===== src/rtl/vc_writeback_engine_if.sv =====
// Signal bundle between the writeback engine, the L1.5 victim cache and the NoC request channel.
// slave is the engine's view; master is the view of the surrounding victim cache / NoC / L2.
interface vc_writeback_engine_if #(
    parameter int IDX_W  = 4,
    parameter int ADDR_W = 36,
    parameter int LINE_W = 128,
    parameter int FLIT_W = 64
);
    logic              vc_wb_val;
    logic [IDX_W-1:0]  vc_wb_index;
    logic [ADDR_W-1:0] vc_wb_addr;
    logic [LINE_W-1:0] vc_wb_data;
    logic              wb_vc_rdy;
    logic              wb_noc_val;
    logic [FLIT_W-1:0] wb_noc_flit;
    logic              wb_noc_rdy;
    logic              noc_wb_ack_val;
    logic              wb_vc_done_val;
    logic [IDX_W-1:0]  wb_vc_done_index;
    logic              wb_busy;
    logic              wb_err;

    modport slave (
        input  vc_wb_val, vc_wb_index, vc_wb_addr, vc_wb_data, wb_noc_rdy, noc_wb_ack_val,
        output wb_vc_rdy, wb_noc_val, wb_noc_flit, wb_vc_done_val, wb_vc_done_index,
               wb_busy, wb_err
    );

    modport master (
        output vc_wb_val, vc_wb_index, vc_wb_addr, vc_wb_data, wb_noc_rdy, noc_wb_ack_val,
        input  wb_vc_rdy, wb_noc_val, wb_noc_flit, wb_vc_done_val, wb_vc_done_index,
               wb_busy, wb_err
    );
endinterface


===== src/rtl/vc_writeback_engine.sv =====
// Victim-cache writeback engine: buffers dirty lines, sends each as a 3-flit NoC message,
// and releases the victim cache entry when L2 acknowledges (acks arrive in order).
module vc_writeback_engine #(
    parameter int VC_ENTRIES      = 16,
    parameter int ADDR_W          = 36,
    parameter int LINE_W          = 128,
    parameter int FLIT_W          = 64,
    parameter int BUF_DEPTH       = 2,
    parameter int MAX_OUTSTANDING = 4
) (
    input logic clk,
    input logic rst,
    vc_writeback_engine_if.slave bus
);
    localparam int IDX_W = $clog2(VC_ENTRIES);
    localparam int BP_W  = (BUF_DEPTH > 1) ? $clog2(BUF_DEPTH) : 1;
    localparam int BC_W  = $clog2(BUF_DEPTH + 1);
    localparam int OP_W  = (MAX_OUTSTANDING > 1) ? $clog2(MAX_OUTSTANDING) : 1;
    localparam int OC_W  = $clog2(MAX_OUTSTANDING + 1);

    localparam logic [BC_W-1:0] BUF_FULL = BC_W'(BUF_DEPTH);
    localparam logic [BC_W-1:0] BUF_ONE  = BC_W'(1);
    localparam logic [OC_W-1:0] OUT_MAX  = OC_W'(MAX_OUTSTANDING);
    localparam logic [OC_W-1:0] OUT_LAST = OC_W'(MAX_OUTSTANDING - 1);

    localparam logic [1:0] S_IDLE = 2'd0;
    localparam logic [1:0] S_HDR  = 2'd1;
    localparam logic [1:0] S_D0   = 2'd2;
    localparam logic [1:0] S_D1   = 2'd3;

    logic [IDX_W-1:0]  buf_index [BUF_DEPTH];
    logic [ADDR_W-1:0] buf_addr  [BUF_DEPTH];
    logic [LINE_W-1:0] buf_data  [BUF_DEPTH];
    logic [BP_W-1:0]   buf_wr, buf_rd;
    logic [BC_W-1:0]   buf_count, buf_count_next;
    logic              rdy_q;

    logic [IDX_W-1:0]  out_index [MAX_OUTSTANDING];
    logic [OP_W-1:0]   out_wr, out_rd;
    logic [OC_W-1:0]   out_count;

    logic [1:0]        state;
    logic [FLIT_W-1:0] flit;
    logic              done_val;
    logic [IDX_W-1:0]  done_index;
    logic              err;

    logic              push, pop, ack_ok, start_idle, start_next;
    logic [BP_W-1:0]   hdr_slot;
    logic              hdr_from_buf;
    logic [ADDR_W-1:0] hdr_addr;
    logic [FLIT_W-1:0] hdr_flit;
    logic [LINE_W-1:0] head_data;

    function automatic logic [BP_W-1:0] buf_inc(input logic [BP_W-1:0] p);
        return (p == BP_W'(BUF_DEPTH - 1)) ? '0 : p + 1'b1;
    endfunction

    function automatic logic [OP_W-1:0] out_inc(input logic [OP_W-1:0] p);
        return (p == OP_W'(MAX_OUTSTANDING - 1)) ? '0 : p + 1'b1;
    endfunction

    assign push       = bus.vc_wb_val && rdy_q;
    assign pop        = (state == S_D1) && bus.wb_noc_rdy;
    assign ack_ok     = bus.noc_wb_ack_val && (out_count != '0);
    assign head_data  = buf_data[buf_rd];
    assign start_idle = ((buf_count != '0) || push) && (out_count < OUT_MAX);
    // Chaining from D1 must leave room for the message being retired this cycle.
    assign start_next = ((buf_count > BUF_ONE) || push) && (out_count < OUT_LAST);

    // The next header comes from the buffer when a line is waiting there, else from the
    // line being accepted this cycle (which lets an idle engine send it one cycle later).
    always_comb begin
        hdr_slot     = (state == S_D1) ? buf_inc(buf_rd) : buf_rd;
        hdr_from_buf = (state == S_D1) ? (buf_count > BUF_ONE) : (buf_count != '0);
        hdr_addr     = hdr_from_buf ? buf_addr[hdr_slot] : bus.vc_wb_addr;
        hdr_flit     = {4'b1010, {(FLIT_W - 4 - ADDR_W){1'b0}}, hdr_addr};
    end

    always_comb begin
        buf_count_next = buf_count;
        if (push && !pop)
            buf_count_next = buf_count + 1'b1;
        else if (pop && !push)
            buf_count_next = buf_count - 1'b1;
    end

    // NOTE: the storage arrays carry no reset; count and pointers alone say what is valid,
    // which keeps the wide data RAM free of reset fan-out.
    always_ff @(posedge clk) begin
        if (push) begin
            buf_index[buf_wr] <= bus.vc_wb_index;
            buf_addr[buf_wr]  <= bus.vc_wb_addr;
            buf_data[buf_wr]  <= bus.vc_wb_data;
        end
        if (pop)
            out_index[out_wr] <= buf_index[buf_rd];
    end

    always_ff @(posedge clk or posedge rst) begin
        if (rst) begin
            buf_wr    <= '0;
            buf_rd    <= '0;
            buf_count <= '0;
            rdy_q     <= 1'b0;
        end else begin
            if (push) buf_wr <= buf_inc(buf_wr);
            if (pop)  buf_rd <= buf_inc(buf_rd);
            buf_count <= buf_count_next;
            rdy_q     <= (buf_count_next != BUF_FULL);
        end
    end

    always_ff @(posedge clk or posedge rst) begin
        if (rst) begin
            state <= S_IDLE;
            flit  <= '0;
        end else begin
            case (state)
                S_IDLE: if (start_idle) begin
                    state <= S_HDR;
                    flit  <= hdr_flit;
                end
                S_HDR: if (bus.wb_noc_rdy) begin
                    state <= S_D0;
                    flit  <= head_data[FLIT_W-1:0];
                end
                S_D0: if (bus.wb_noc_rdy) begin
                    state <= S_D1;
                    flit  <= head_data[2*FLIT_W-1:FLIT_W];
                end
                default: if (bus.wb_noc_rdy) begin
                    if (start_next) begin
                        state <= S_HDR;
                        flit  <= hdr_flit;
                    end else begin
                        state <= S_IDLE;
                        flit  <= '0;
                    end
                end
            endcase
        end
    end

    always_ff @(posedge clk or posedge rst) begin
        if (rst) begin
            out_wr     <= '0;
            out_rd     <= '0;
            out_count  <= '0;
            done_val   <= 1'b0;
            done_index <= '0;
            err        <= 1'b0;
        end else begin
            if (pop)    out_wr <= out_inc(out_wr);
            if (ack_ok) out_rd <= out_inc(out_rd);
            if (pop && !ack_ok)
                out_count <= out_count + 1'b1;
            else if (ack_ok && !pop)
                out_count <= out_count - 1'b1;
            done_val <= ack_ok;
            if (ack_ok)
                done_index <= out_index[out_rd];
            if (bus.noc_wb_ack_val && (out_count == '0))
                err <= 1'b1;
        end
    end

    assign bus.wb_vc_rdy        = rdy_q;
    assign bus.wb_noc_val       = (state != S_IDLE);
    assign bus.wb_noc_flit      = flit;
    assign bus.wb_vc_done_val   = done_val;
    assign bus.wb_vc_done_index = done_index;
    assign bus.wb_busy          = (buf_count != '0) || (state != S_IDLE) || (out_count != '0);
    assign bus.wb_err           = err;
endmodule

===== src/flat_wrapper.sv =====
// flat-port wrapper written by rule: the top's interface ports become plain ports
module vc_writeback_engine_flat 
#(
    parameter int VC_ENTRIES      = 16,
    parameter int ADDR_W          = 36,
    parameter int LINE_W          = 128,
    parameter int FLIT_W          = 64,
    parameter int BUF_DEPTH       = 2,
    parameter int MAX_OUTSTANDING = 4
)
  (clk, rst, bus_vc_wb_val, bus_vc_wb_index, bus_vc_wb_addr, bus_vc_wb_data, bus_wb_noc_rdy, bus_noc_wb_ack_val, bus_wb_vc_rdy, bus_wb_noc_val, bus_wb_noc_flit, bus_wb_vc_done_val, bus_wb_vc_done_index, bus_wb_busy, bus_wb_err);
  vc_writeback_engine_if #(.ADDR_W(ADDR_W), .LINE_W(LINE_W), .FLIT_W(FLIT_W)) bus_i ();
  input logic clk;
  input logic rst;
  input wire logic [$bits(bus_i.vc_wb_val)-1:0] bus_vc_wb_val;
  input wire logic [$bits(bus_i.vc_wb_index)-1:0] bus_vc_wb_index;
  input wire logic [$bits(bus_i.vc_wb_addr)-1:0] bus_vc_wb_addr;
  input wire logic [$bits(bus_i.vc_wb_data)-1:0] bus_vc_wb_data;
  input wire logic [$bits(bus_i.wb_noc_rdy)-1:0] bus_wb_noc_rdy;
  input wire logic [$bits(bus_i.noc_wb_ack_val)-1:0] bus_noc_wb_ack_val;
  output wire logic [$bits(bus_i.wb_vc_rdy)-1:0] bus_wb_vc_rdy;
  output wire logic [$bits(bus_i.wb_noc_val)-1:0] bus_wb_noc_val;
  output wire logic [$bits(bus_i.wb_noc_flit)-1:0] bus_wb_noc_flit;
  output wire logic [$bits(bus_i.wb_vc_done_val)-1:0] bus_wb_vc_done_val;
  output wire logic [$bits(bus_i.wb_vc_done_index)-1:0] bus_wb_vc_done_index;
  output wire logic [$bits(bus_i.wb_busy)-1:0] bus_wb_busy;
  output wire logic [$bits(bus_i.wb_err)-1:0] bus_wb_err;
  assign bus_i.vc_wb_val = bus_vc_wb_val;
  assign bus_i.vc_wb_index = bus_vc_wb_index;
  assign bus_i.vc_wb_addr = bus_vc_wb_addr;
  assign bus_i.vc_wb_data = bus_vc_wb_data;
  assign bus_i.wb_noc_rdy = bus_wb_noc_rdy;
  assign bus_i.noc_wb_ack_val = bus_noc_wb_ack_val;
  assign bus_wb_vc_rdy = bus_i.wb_vc_rdy;
  assign bus_wb_noc_val = bus_i.wb_noc_val;
  assign bus_wb_noc_flit = bus_i.wb_noc_flit;
  assign bus_wb_vc_done_val = bus_i.wb_vc_done_val;
  assign bus_wb_vc_done_index = bus_i.wb_vc_done_index;
  assign bus_wb_busy = bus_i.wb_busy;
  assign bus_wb_err = bus_i.wb_err;
  vc_writeback_engine #(.VC_ENTRIES(VC_ENTRIES), .ADDR_W(ADDR_W), .LINE_W(LINE_W), .FLIT_W(FLIT_W), .BUF_DEPTH(BUF_DEPTH), .MAX_OUTSTANDING(MAX_OUTSTANDING)) u_core (.clk(clk), .rst(rst), .bus(bus_i));
endmodule

===== config.mk =====
export PLATFORM = sky130hd
export DESIGN_NAME = vc_writeback_engine_flat
export DESIGN_NICKNAME = d
export VERILOG_FILES = /design/src/rtl/vc_writeback_engine_if.sv /design/src/rtl/vc_writeback_engine.sv /design/src/flat_wrapper.sv
export SDC_FILE = /design/constraint.sdc
export NUM_CORES = 1
export LEC_CHECK = 0
export BUFFER_PORTS_ARGS = -buffer_cell sky130_fd_sc_hd__buf_2
export CAP_MARGIN = 20
export CORE_MARGIN = 2
export CORE_UTILIZATION = 57
export DETAILED_ROUTE_END_ITERATION = 8
export GPL_TIMING_DRIVEN = 0
export HOLD_SLACK_MARGIN = 0.15
export PLACE_DENSITY = 0.8
export SLEW_MARGIN = 20
export SYNTH_ARGS = -nofsm -noshare
export SYNTH_HDL_FRONTEND = slang
export SYNTH_SLANG_ARGS = --single-unit
export TNS_END_PERCENT = 50

===== constraint.sdc =====
create_clock -name clk -period 10.4 [get_ports clk]
set_clock_uncertainty 0.15 [all_clocks]
set_input_delay 2.08 -clock clk [delete_from_list [all_inputs] [get_ports clk]]
set_output_delay 2.08 -clock clk [all_outputs]
set_load 0.1 [all_outputs]

==> Word-level counts from Yosys, hierarchy flattened <==
Memory sizes are Yosys's and may differ from the RTL's. A register that Yosys moved wholly into a read port is not among the register bits.
Index checks and enable logic that the tools add are counted.
Widths: inputs -> output; s select.
{ "word_totals": {"register_bits": 80, "latch_bits": 0, "ramBits": 352, "romBits": 0, "in_bits": 173, "output_inout_bits": 73, "mem_count": 4} }
{ "memory_table": {"columns": ["name", "words", "width", "rd", "rd_clocked_by_memory_dff", "wr", "line_no", "rtl"], "rows": [
  ["u_core.buf_data", 2, 128, 1, 0, 1, "vc_writeback_engine.sv:33", "logic [LINE_W-1:0] buf_data [BUF_DEPTH];"],
  ["u_core.buf_addr", 2, 36, 1, 0, 1, "vc_writeback_engine.sv:32", "logic [ADDR_W-1:0] buf_addr [BUF_DEPTH];"],
  ["u_core.out_index", 4, 4, 1, 1, 1, "vc_writeback_engine.sv:38", "logic [IDX_W-1:0] out_index [MAX_OUTSTANDING];"],
  ["u_core.buf_index", 2, 4, 1, 0, 1, "vc_writeback_engine.sv:31", "logic [IDX_W-1:0] buf_index [BUF_DEPTH];"]
]} }
{ "classes": {"addsub": 8, "mul": 0, "n_div": 0, "n_lt_le_gt_ge": 3, "eq_ne": 9, "n_shift": 0, "mux": 27, "bitwise": 0, "reduce_logical": 25} }
{ "ops": {"columns": ["cell", "n"], "rows": [
  ["$mux 64", 5],
  ["$pmux 64 s3", 1],
  ["$mux 36", 1],
  ["$mux 2", 8],
  ["$logic_and 1x1->1", 10],
  ["$mux 1", 9],
  ["$eq 2x2->1 const B", 4],
  ["$reduce_bool 2->1", 4],
  ["$add 2x1->2 const B", 3],
  ["$mux 3", 2],
  ["$ne 2x2->1 const B", 3],
  ["$pmux 2 s3", 1],
  ["$logic_or 1x1->1", 4],
  ["$reduce_and 4->1", 1],
  ["$add 3x1->3 const B", 1],
  ["$logic_not 1->1", 3],
  ["$logic_not 3->1", 1],
  ["$lt 3x2->1 const B", 1],
  ["$lt 3x3->1 const B", 1],
  ["$reduce_bool 3->1", 1],
  ["$sub 3x1->3 const B", 1],
  ["$add 1x1->1 const B", 2],
  ["$eq 2x1->1 const B", 1],
  ["$gt 2x1->1 const B", 1],
  ["other kinds (3)", 3]
]} }

==> Longest topological paths before layout <==
Gate-level depths: netlist of run 1.
An unclocked memory read counts as a cell.
{ "logic_depth": {"word_depth": 8, "ltp_mapped": 10, "mapped_depth_nobuf": 9} }

==> Least setup slack after synthesis of run 1 <==
Ideal clock, no wire load.
{ "synth_path": {"kind": "input to register", "from": "input port bus_vc_wb_val", "to": "memory u_core.buf_addr[0][0], enable pin", "setup_ns": 0.699, "arrival_time_ns": 9.256, "required_ns": 9.551, "setup_slack_ns": 0.295, "stages": 2, "path_cell_list": "nand2_1 > nor2_1"} }
{ "synth_via": {"elab_chain_len": 3} }
{ "synth_rtl": {"columns": ["item", "line_no", "rtl"], "rows": [
  ["start: declaration", "flat_wrapper.sv:15", "input wire logic [$bits(bus_i.vc_wb_val)-1:0] bus_vc_wb_val;"],
  ["$logic_and 1x1->1", "vc_writeback_engine.sv:63", "assign push = bus.vc_wb_val && rdy_q;"],
  ["$mux 1", "vc_writeback_engine.sv:91", "if (push) begin"],
  ["$mux 1 (not written as such)", "vc_writeback_engine.sv:93", "buf_addr[buf_wr] <= bus.vc_wb_addr;"],
  ["end: declaration", "vc_writeback_engine.sv:32", null]
]} }
No other way between the ends.

==> Worst setup path in the final report of run 1 <==
{ "layout_path": {"from": "register u_core.state[1]", "to": "output port bus_wb_busy"} }
{ "layout_via": {"elab_chain_len": 3} }
{ "layout_rtl": {"columns": ["item", "line_no", "rtl"], "rows": [
  ["start: declaration", "vc_writeback_engine.sv:42", "logic [1:0] state;"],
  ["start signal: assignment", "vc_writeback_engine.sv:116", "state <= S_IDLE;"],
  ["start signal: assignment", "vc_writeback_engine.sv:121", "state <= S_HDR;"],
  ["start signal: assignment", "vc_writeback_engine.sv:125", "state <= S_D0;"],
  ["$reduce_bool 2->1", "vc_writeback_engine.sv:173", "assign bus.wb_busy = (buf_count != '0) || (state != S_IDLE) || (out_count != '0);"],
  ["$logic_or 1x1->1 (2 in series)", "vc_writeback_engine.sv:173", null],
  ["end: declaration", "flat_wrapper.sv:26", "output wire logic [$bits(bus_i.wb_busy)-1:0] bus_wb_busy;"]
]} }
No other way between the ends.

==> impl_metrics.toml, run 1 <==
[finish]
drive_gt1_share_pct = 35.1
syn2layout_area_growth_pct = 19.1
fillers = 2146
final_nets = 1599

[synthesis]
syn-cell-area_mm2 = 0.0179
synth-main-ff-cell = "edfxtp_1"
syn_nets = 1298
yosysMostFrequentCell = "edfxtp_1"
ys_warn_count = 0
synth.area.top_cells = "edfxtp_1, dfrtp_1, mux2_2, a22oi_1, mux2i_1"
syn_avg_cell_area_um2 = 16.1
synth.distinct_cells = 44
yosysTopAreaCell = "edfxtp_1"
synth_top_area_share_pct = 59.1
async_flop_share_pct = 19.3
synth-edff-count = 352
synth_common_cells = "edfxtp_1, mux2_2, dfrtp_1"
yosysSeqAreaShare_pct = 70.9
syn_inst = 1111
ys_seq_elements = 436

[place]
port_buffers = 244
gp_congestion = 0.819
dpl.hpwl_um = 28100

[drt]
drc_errors = 0
drt_iter0_drc = 1010
wl_per_cell_um = 22.3
vias_per_cell = 5.97
drt_wl_total_um = 41300
detail-route-antenna-nets = 0
drtPass1Iterations = 7
vias = 11100

[cts]
postCtsSetupRepairBufs = 0
htree_levels = 2
numCtsBuffers = 43
root_buffer = "clkbuf_16"
clkSinkCount = 436
clock_latency_ns = 0.54
clkTransAtPathRegs_ns = 0.06
cts-resized-gates = 0
cts_max_path_buffers = 3
cts_tree = "yes"
holdBufCountCts = 0

[pwr]
design_power_total_mw = 7.40
worst_ir_drop_vdd_mv = 0.242
cellLeakagePower_nw = 8.00
p_per_area_mw_per_mm2 = 347

[floorplanning]
die_x_um = 181
fp.coreArea_mm2 = 0.0307
io-pin-count = 246
initial_core_util_pct = 58.1
num_rows = 64
die_y_um = 181
die_area_mm2 = 0.0328

[critical_path]
cp_num_buf_inv = 4
cp_top_family = "buffers and inverters"
cpMaxStageDelayCell = "clkbuf_1"
worstSetupEndpointType = "output pin"
worst_ep_arrival_time_ns = 2.49
cpMostUsedCell = "buf_2"
worst-setup-path-type = "register to output pin"
critPathLaunchType = "register"
crit_fanout = 10
critPathMaxStageDelay_ns = 0.54
required_ns = 8.17
cp_cell_sequence = "inv_1 -> ha_1 -> buf_2 -> clkbuf_1 -> nand3_1 -> buf_2"

[grt]
grt_max_degree = 52
grt_overflow_total = 0
grt_pass1_vias = 11500
grt.total_usage_pct = 25.0
grt_pass1_wl_um = 63600
grt_antenna_before_repair = 11

[sta]
period_needed_ns = 4.72
finalHoldViolCount = 0
period_share_pct = 45.4
tightestPinTransition_ns = 1.02
setup_viol = 0
slew_headroom_pct = 31.3
hold_slack_ns = 0.300
max_freq_mhz = 212
slew_violations = 0
grt_setup_unrepaired = "no"

[outcome]
status = "completed"

[hold_path]
hold_path_class = "register to register"

[run]
cap_violations = 0
-- power breakdown --
part           switching, mW  internal, mW
clock                  0.636         0.849
combinational           2.31          1.07
sequential             0.158          2.38
-- flip-flops by register name, summed over array words and instances (netlist names) --
| name | flops |
|---|---|
| u_core.bus.wb_err | 1 |
| u_core.buf_data | 256 |
| u_core.buf_wr | 1 |
| u_core.out_index | 16 |
| u_core.bus.wb_vc_done_index | 4 |
| u_core.buf_addr | 72 |
| u_core.out_count | 3 |
| u_core.out_rd | 2 |
| u_core.out_wr | 2 |
| u_core.bus.wb_vc_done_val | 1 |
| u_core.bus.wb_noc_flit | 64 |
| u_core.state | 2 |
| u_core.bus.wb_vc_rdy | 1 |
| u_core.buf_rd | 1 |
| u_core.buf_count | 2 |
| u_core.buf_index | 8 |
-- layout make-up --
| class | count | area [um^2] | share of cell area (%) |
|---|---|---|---|
| clock inverters | 25 | 188 | 0.881 |
| flip-flops and latches | 436 | 12700 | 59.5 |
| diodes | 9 | 22.5 | 0.106 |
| clock buffers | 55 | 1170 | 5.50 |
| repair buffers | 256 | 1530 | 7.18 |
| multi-input cells | 587 | 4800 | 22.5 |
| plain buffers | 76 | 374 | 1.76 |
| inverters | 12 | 50.0 | 0.235 |
| well taps | 396 | 495 | 2.33 |
-- cell families after synthesis --
kind of cell | count (synthesis) | synth area share (%)
simple gates | 134 | 3.37
flops | 436 | 70.9
compound gates | 220 | 8.64
fa+ha+maj | 14 | 1.02
xor+xnor | 7 | 0.385
mux | 212 | 13.4
buf+inv | 88 | 2.34
-- cells in the final DEF, fill, tap and decap left out, types with 27 or more instances in the layout --
cell type,Yosys,final
buf_2,23,267
clkbuf_1,39,46
mux2_1,29,29
o22a_1,35,35
a22oi_1,61,61
mux2i_1,35,35
edfxtp_1,352,352
nand3_1,38,38
clkbuf_16,0,43
mux2_2,144,144
nand2_1,71,71
o31ai_1,27,27
a31oi_1,36,36
o21ai_0,36,36
dfrtp_1,84,84
-- per-layer routing --
metal	global-route usage, %	share of wire, %	vias up
met4	9.59	3.2	4
met3	5.14	6.9	96
met1	33.0	41	5513
met5	0	0.063	-
li1	-	-	4968
met2	41.1	49	474
-- worst register-to-register path, delay by kind of cell (launching register included) --
family	cells	cell delay, ns
AND/OR/NAND/NOR	2	0.24
buffers and inverters	4	0.96
AO/OA/AOI/OAI	2	0.90
flip-flops	1	0.43
adder cells (fa/ha/maj)	1	0.19
-- metrics by stage --
stage                     cell area (um^2)  TNS [ns]  cells  util, %  setup slack, ns
final                                21300         0   1852     69.3             5.68
after CTS                            21300         0   1843     69.2             5.68
after global placement               19600   -655.15   1751     63.7            -3.91
after floorplan                      17900         0   1111        -            0.295
after global routing                 21300         0   1850     69.3             5.61
after detailed placement             19900         0   1763     64.8             6.14
-- worst paths after layout --
path | cells past startpoint | start | slack [ns] | end
worst max-delay path | 6 | u_core.state[1]$_DFFE_PP0P_ | 5.68 | bus_wb_busy
worst min-delay path | 1 | u_core.bus.wb_err$_DFFE_PP0P_ | 0.30 | u_core.bus.wb_err$_DFFE_PP0P_
worst max register to register | 9 | u_core.state[0]$_DFFE_PP0P_ | 7.45 | u_core.bus.wb_noc_flit[45]$_DFFE_PP0P_
worst min register to register | 1 | u_core.bus.wb_err$_DFFE_PP0P_ | 0.30 | u_core.bus.wb_err$_DFFE_PP0P_
max in group asynchronous | 3 | rst | 8.08 | u_core.bus.wb_noc_flit[11]$_DFFE_PP0P_
min in group asynchronous | 2 | rst | 1.43 | u_core.bus.wb_vc_done_index[0]$_DFFE_PP0P_
No activity file was read; power rests on OpenSTA's default activity.
==> run 2: changes to the inputs <==
--- a/config.mk
+++ b/config.mk
@@ -5,14 +5,15 @@
 export SDC_FILE = /design/constraint.sdc
 export NUM_CORES = 1
 export LEC_CHECK = 0
+export ABC_AREA = 1
 export BUFFER_PORTS_ARGS = -buffer_cell sky130_fd_sc_hd__buf_2
 export CAP_MARGIN = 20
 export CORE_MARGIN = 2
-export CORE_UTILIZATION = 57
+export CORE_UTILIZATION = 52
 export DETAILED_ROUTE_END_ITERATION = 8
 export GPL_TIMING_DRIVEN = 0
 export HOLD_SLACK_MARGIN = 0.15
-export PLACE_DENSITY = 0.8
+export PLACE_DENSITY = 0.77
 export SLEW_MARGIN = 20
 export SYNTH_ARGS = -nofsm -noshare
 export SYNTH_HDL_FRONTEND = slang
==> constraint.sdc (replaced) <==
create_clock -name clk -period 3.8 [get_ports clk]
set_clock_uncertainty 0.15 [all_clocks]
set_input_delay 0.76 -clock clk [delete_from_list [all_inputs] [get_ports clk]]
set_output_delay 0.76 -clock clk [all_outputs]
set_load 0.1 [all_outputs]
==> run 2 against run 1 <==
  * Worst hold slack worse by 0.071 ns
  * Critical path depth stayed put
  * First-iteration DRC count is 39% higher
  * Synthesized area is 2.7% higher
  * Sequential cell count stayed put
  * Highest routed layer unchanged
  * Clock power grew to 2.9 times the previous value
  * Combinational power grew to 3.0 times the previous value
  * Power grew to 2.9 times the previous value
  * Die area is 12% higher
  * Critical endpoint unchanged
  * Global-route usage is 1.0 points higher
  * Final area is 3.6% higher
  * Via count is 21% higher
  * Largest cell class unchanged
==> impl_metrics.toml, run 2 <==
[critical_path]
reg2reg_from = "u_core.out_count[0]$_DFFE_PP0P_"
r2r-end = "u_core.out_count[2]$_DFFE_PP0P_"
crit_end = "bus_wb_busy"
reg2regPathDepth = 11
critPathLaunchType = "register"
required_ns = 2.89
r2r_setup_slack_ns = 1.22
worst_ep_arrival_time_ns = 2.70
worstSetupEndpointType = "output pin"
crit_fanout = 10
crit_start = "u_core.state[0]$_DFFE_PP0P_"
worst-setup-path-type = "register to output pin"

[grt]
use_met1_pct = 35.2
grt_pass1_vias = 13100
grt_pass1_wl_um = 72600
grt_max_degree = 66
grt_antenna_before_repair = 24
grt_overflow_total = 0
grt.total_usage_pct = 26.0
grt.busiest_layer = "met2"
met2_usage_pct = 40.9
grtUsageMet3_pct = 6.08

[drt]
wl_per_cell_um = 19.9
drtPass1Iterations = 5
drt_wl_total_um = 47900
vias_per_cell = 5.55
vias = 13300
drt_iter0_drc = 1405
drc_errors = 0
detail-route-antenna-nets = 0

[place]
placed_cells = 2304
postPlaceCellArea_mm2 = 0.0206
port_buffers = 245
gp_congestion = 0.856
dpl.hpwl_um = 33400

[synthesis]
synth.distinct_cells = 38
synth-main-ff-cell = "edfxtp_1"
ys_warn_count = 0
syn-cell-area_mm2 = 0.0184
syn_nets = 1774
synth_top_area_share_pct = 57.6
synth_common_cells = "edfxtp_1, nor2_1, nand3_1"
yosysTopAreaCell = "edfxtp_1"
synth-edff-count = 352
async_flop_share_pct = 19.3
yosysMostFrequentCell = "edfxtp_1"
synth.area.top_cells = "edfxtp_1, dfrtp_1, nand3_1, nor2_1, nand2_1"
syn_avg_cell_area_um2 = 11.6
yosysSeqAreaShare_pct = 69.0
syn_inst = 1587
ys_seq_elements = 436

[pwr]
power_switching_share_pct = 45.7
cellLeakagePower_nw = 8.90
p_int_mw = 11.6
p_sw_mw = 9.74
p_per_area_mw_per_mm2 = 967
worst_ir_drop_vdd_mv = 0.631
pwr-share-clk_pct = 19.9
p_comb_share_pct = 47.5
share_seq_of_total_power_pct = 32.6

[cts]
clkSinkCount = 436
numCtsBuffers = 44
htree_levels = 2
cts_tree = "yes"
cts_max_path_buffers = 3
clkTransAtPathRegs_ns = 0.06
root_buffer = "clkbuf_16"
clock_latency_ns = 0.56

[floorplanning]
die_area_mm2 = 0.0368
initial_core_util_pct = 53.0
num_rows = 68
die_x_um = 192
die_y_um = 192
io-pin-count = 246
fp.coreArea_mm2 = 0.0346

[outcome]
status = "completed"

[sta]
setup_viol = 0
period_needed_ns = 3.61
slew_headroom_pct = 54.7
tightestPinTransition_ns = 0.679
finalHoldViolCount = 0
slew_violations = 0
period_share_pct = 95.0
grt_setup_unrepaired = "no"
max_freq_mhz = 277

[run]
cap_violations = 0

[finish]
design_area_mm2 = 0.0221
mostFrequentLayoutCells = "edfxtp_1, buf_2, nor2_1, nand3_1, nand2_1"
drive_gt1_share_pct = 22.7
final_nets = 2083
largest_reg_flops = 256
layout.cells.non_filler = 2406
syn2layout_area_growth_pct = 20.2
fillers = 2593
largest-register = "u_core.buf_data"
layout_commonest_cell = "edfxtp_1"

[hold_path]
hold_path_class = "input port to register"
run 2: cell count changes after synthesis, sizes merged, moves of 36 or more:
cell    change
nor2      +228
a22oi      -60
nand3     +172
nand3b     +36
buf        +36
o21ai     +140
nand2     +126
inv        +89
mux2      -172
run 2: what timing repair did:
item,in CTS,in global routing
buffers inserted,0,0
hold endpoints to repair,19,0
gates resized for setup,0,0
setup endpoints to repair,0,0
hold buffers,1,0
run 2: worst max-delay path, stage by stage, from the launching register on:
cell and delay, ns:
dfrtp_1 0.42, inv_1 0.12, ha_1 0.33, buf_2 0.29
buf_1 0.49, nand3_1 0.15, buf_2 0.33
run 2: metrics by stage:
step	utilization, %	TNS, ns	power, mW	worst slack, ns	hold slack (ns)
floorplan	-	-51.06	14.3	-0.163	0.335
global placement	58.2	-586.48	16.6	-1.59	0.295
detailed placement	59.4	0	17.0	0.826	0.311
CTS	63.6	0	21.3	0.223	0.214
global route	63.7	0	22.5	0.0736	0.209
finish	63.7	0	21.3	0.191	0.230
run 2: cells by family after synthesis:
kind of cell    count (synthesis)  share of synthesized area (%)
flops                         436                           69.0
xor+xnor                        5                          0.239
compound gates                255                           7.88
buf+inv                       196                           5.30
mux                             1                         0.0613
fa+ha+maj                      14                          0.995
simple gates                  680                           16.5
run 2: metal layers:
layer / wire length [um] / vias to the layer above
li1: - / 6189
met1: 19000 / 6318
met2: 22600 / 714
met3: 4740 / 113
met4: 1480 / 14
met5: 90 / -
run 2: cell type report:
type	count	area, um^2	share of cell area, %
diodes	21	52.6	0.238
repair buffers	263	1650	7.48
multi-input cells	955	4720	21.4
plain buffers	95	583	2.64
clock buffers	64	1240	5.60
clock inverters	16	181	0.822
well taps	455	569	2.58
flip-flops and latches	436	12700	57.4
inverters	101	394	1.79
run 2: worst min path at each step:
stage          cells past startpoint                          endpoint                          start  slack [ns]
6_report                           1  u_core.buf_data[0][36]$_DFFE_PP_             bus_vc_wb_data[36]        0.23
5_1_grt                            1   u_core.buf_data[1][6]$_DFFE_PP_              bus_vc_wb_data[6]        0.21
3_3_place_gp                       1     u_core.bus.wb_err$_DFFE_PP0P_  u_core.bus.wb_err$_DFFE_PP0P_        0.30
3_5_place_dp                       1     u_core.bus.wb_err$_DFFE_PP0P_  u_core.bus.wb_err$_DFFE_PP0P_        0.31
4_1_cts                            1  u_core.buf_data[0][36]$_DFFE_PP_             bus_vc_wb_data[36]        0.21
2_1_floorplan                      1     u_core.buf_count[0]$_DFF_PP0_  u_core.buf_count[0]$_DFF_PP0_        0.34
run 2: power by group through the flow:
stage	registers [mW]	clock network, mW	logic (mW)
2_1_floorplan	9.43	0	4.91
4_1_cts	6.95	4.28	10.1
6_report	6.95	4.25	10.1
5_1_grt	7.05	4.48	10.9
3_5_place_dp	7.03	0	10.0
3_3_place_gp	7.10	0	9.47
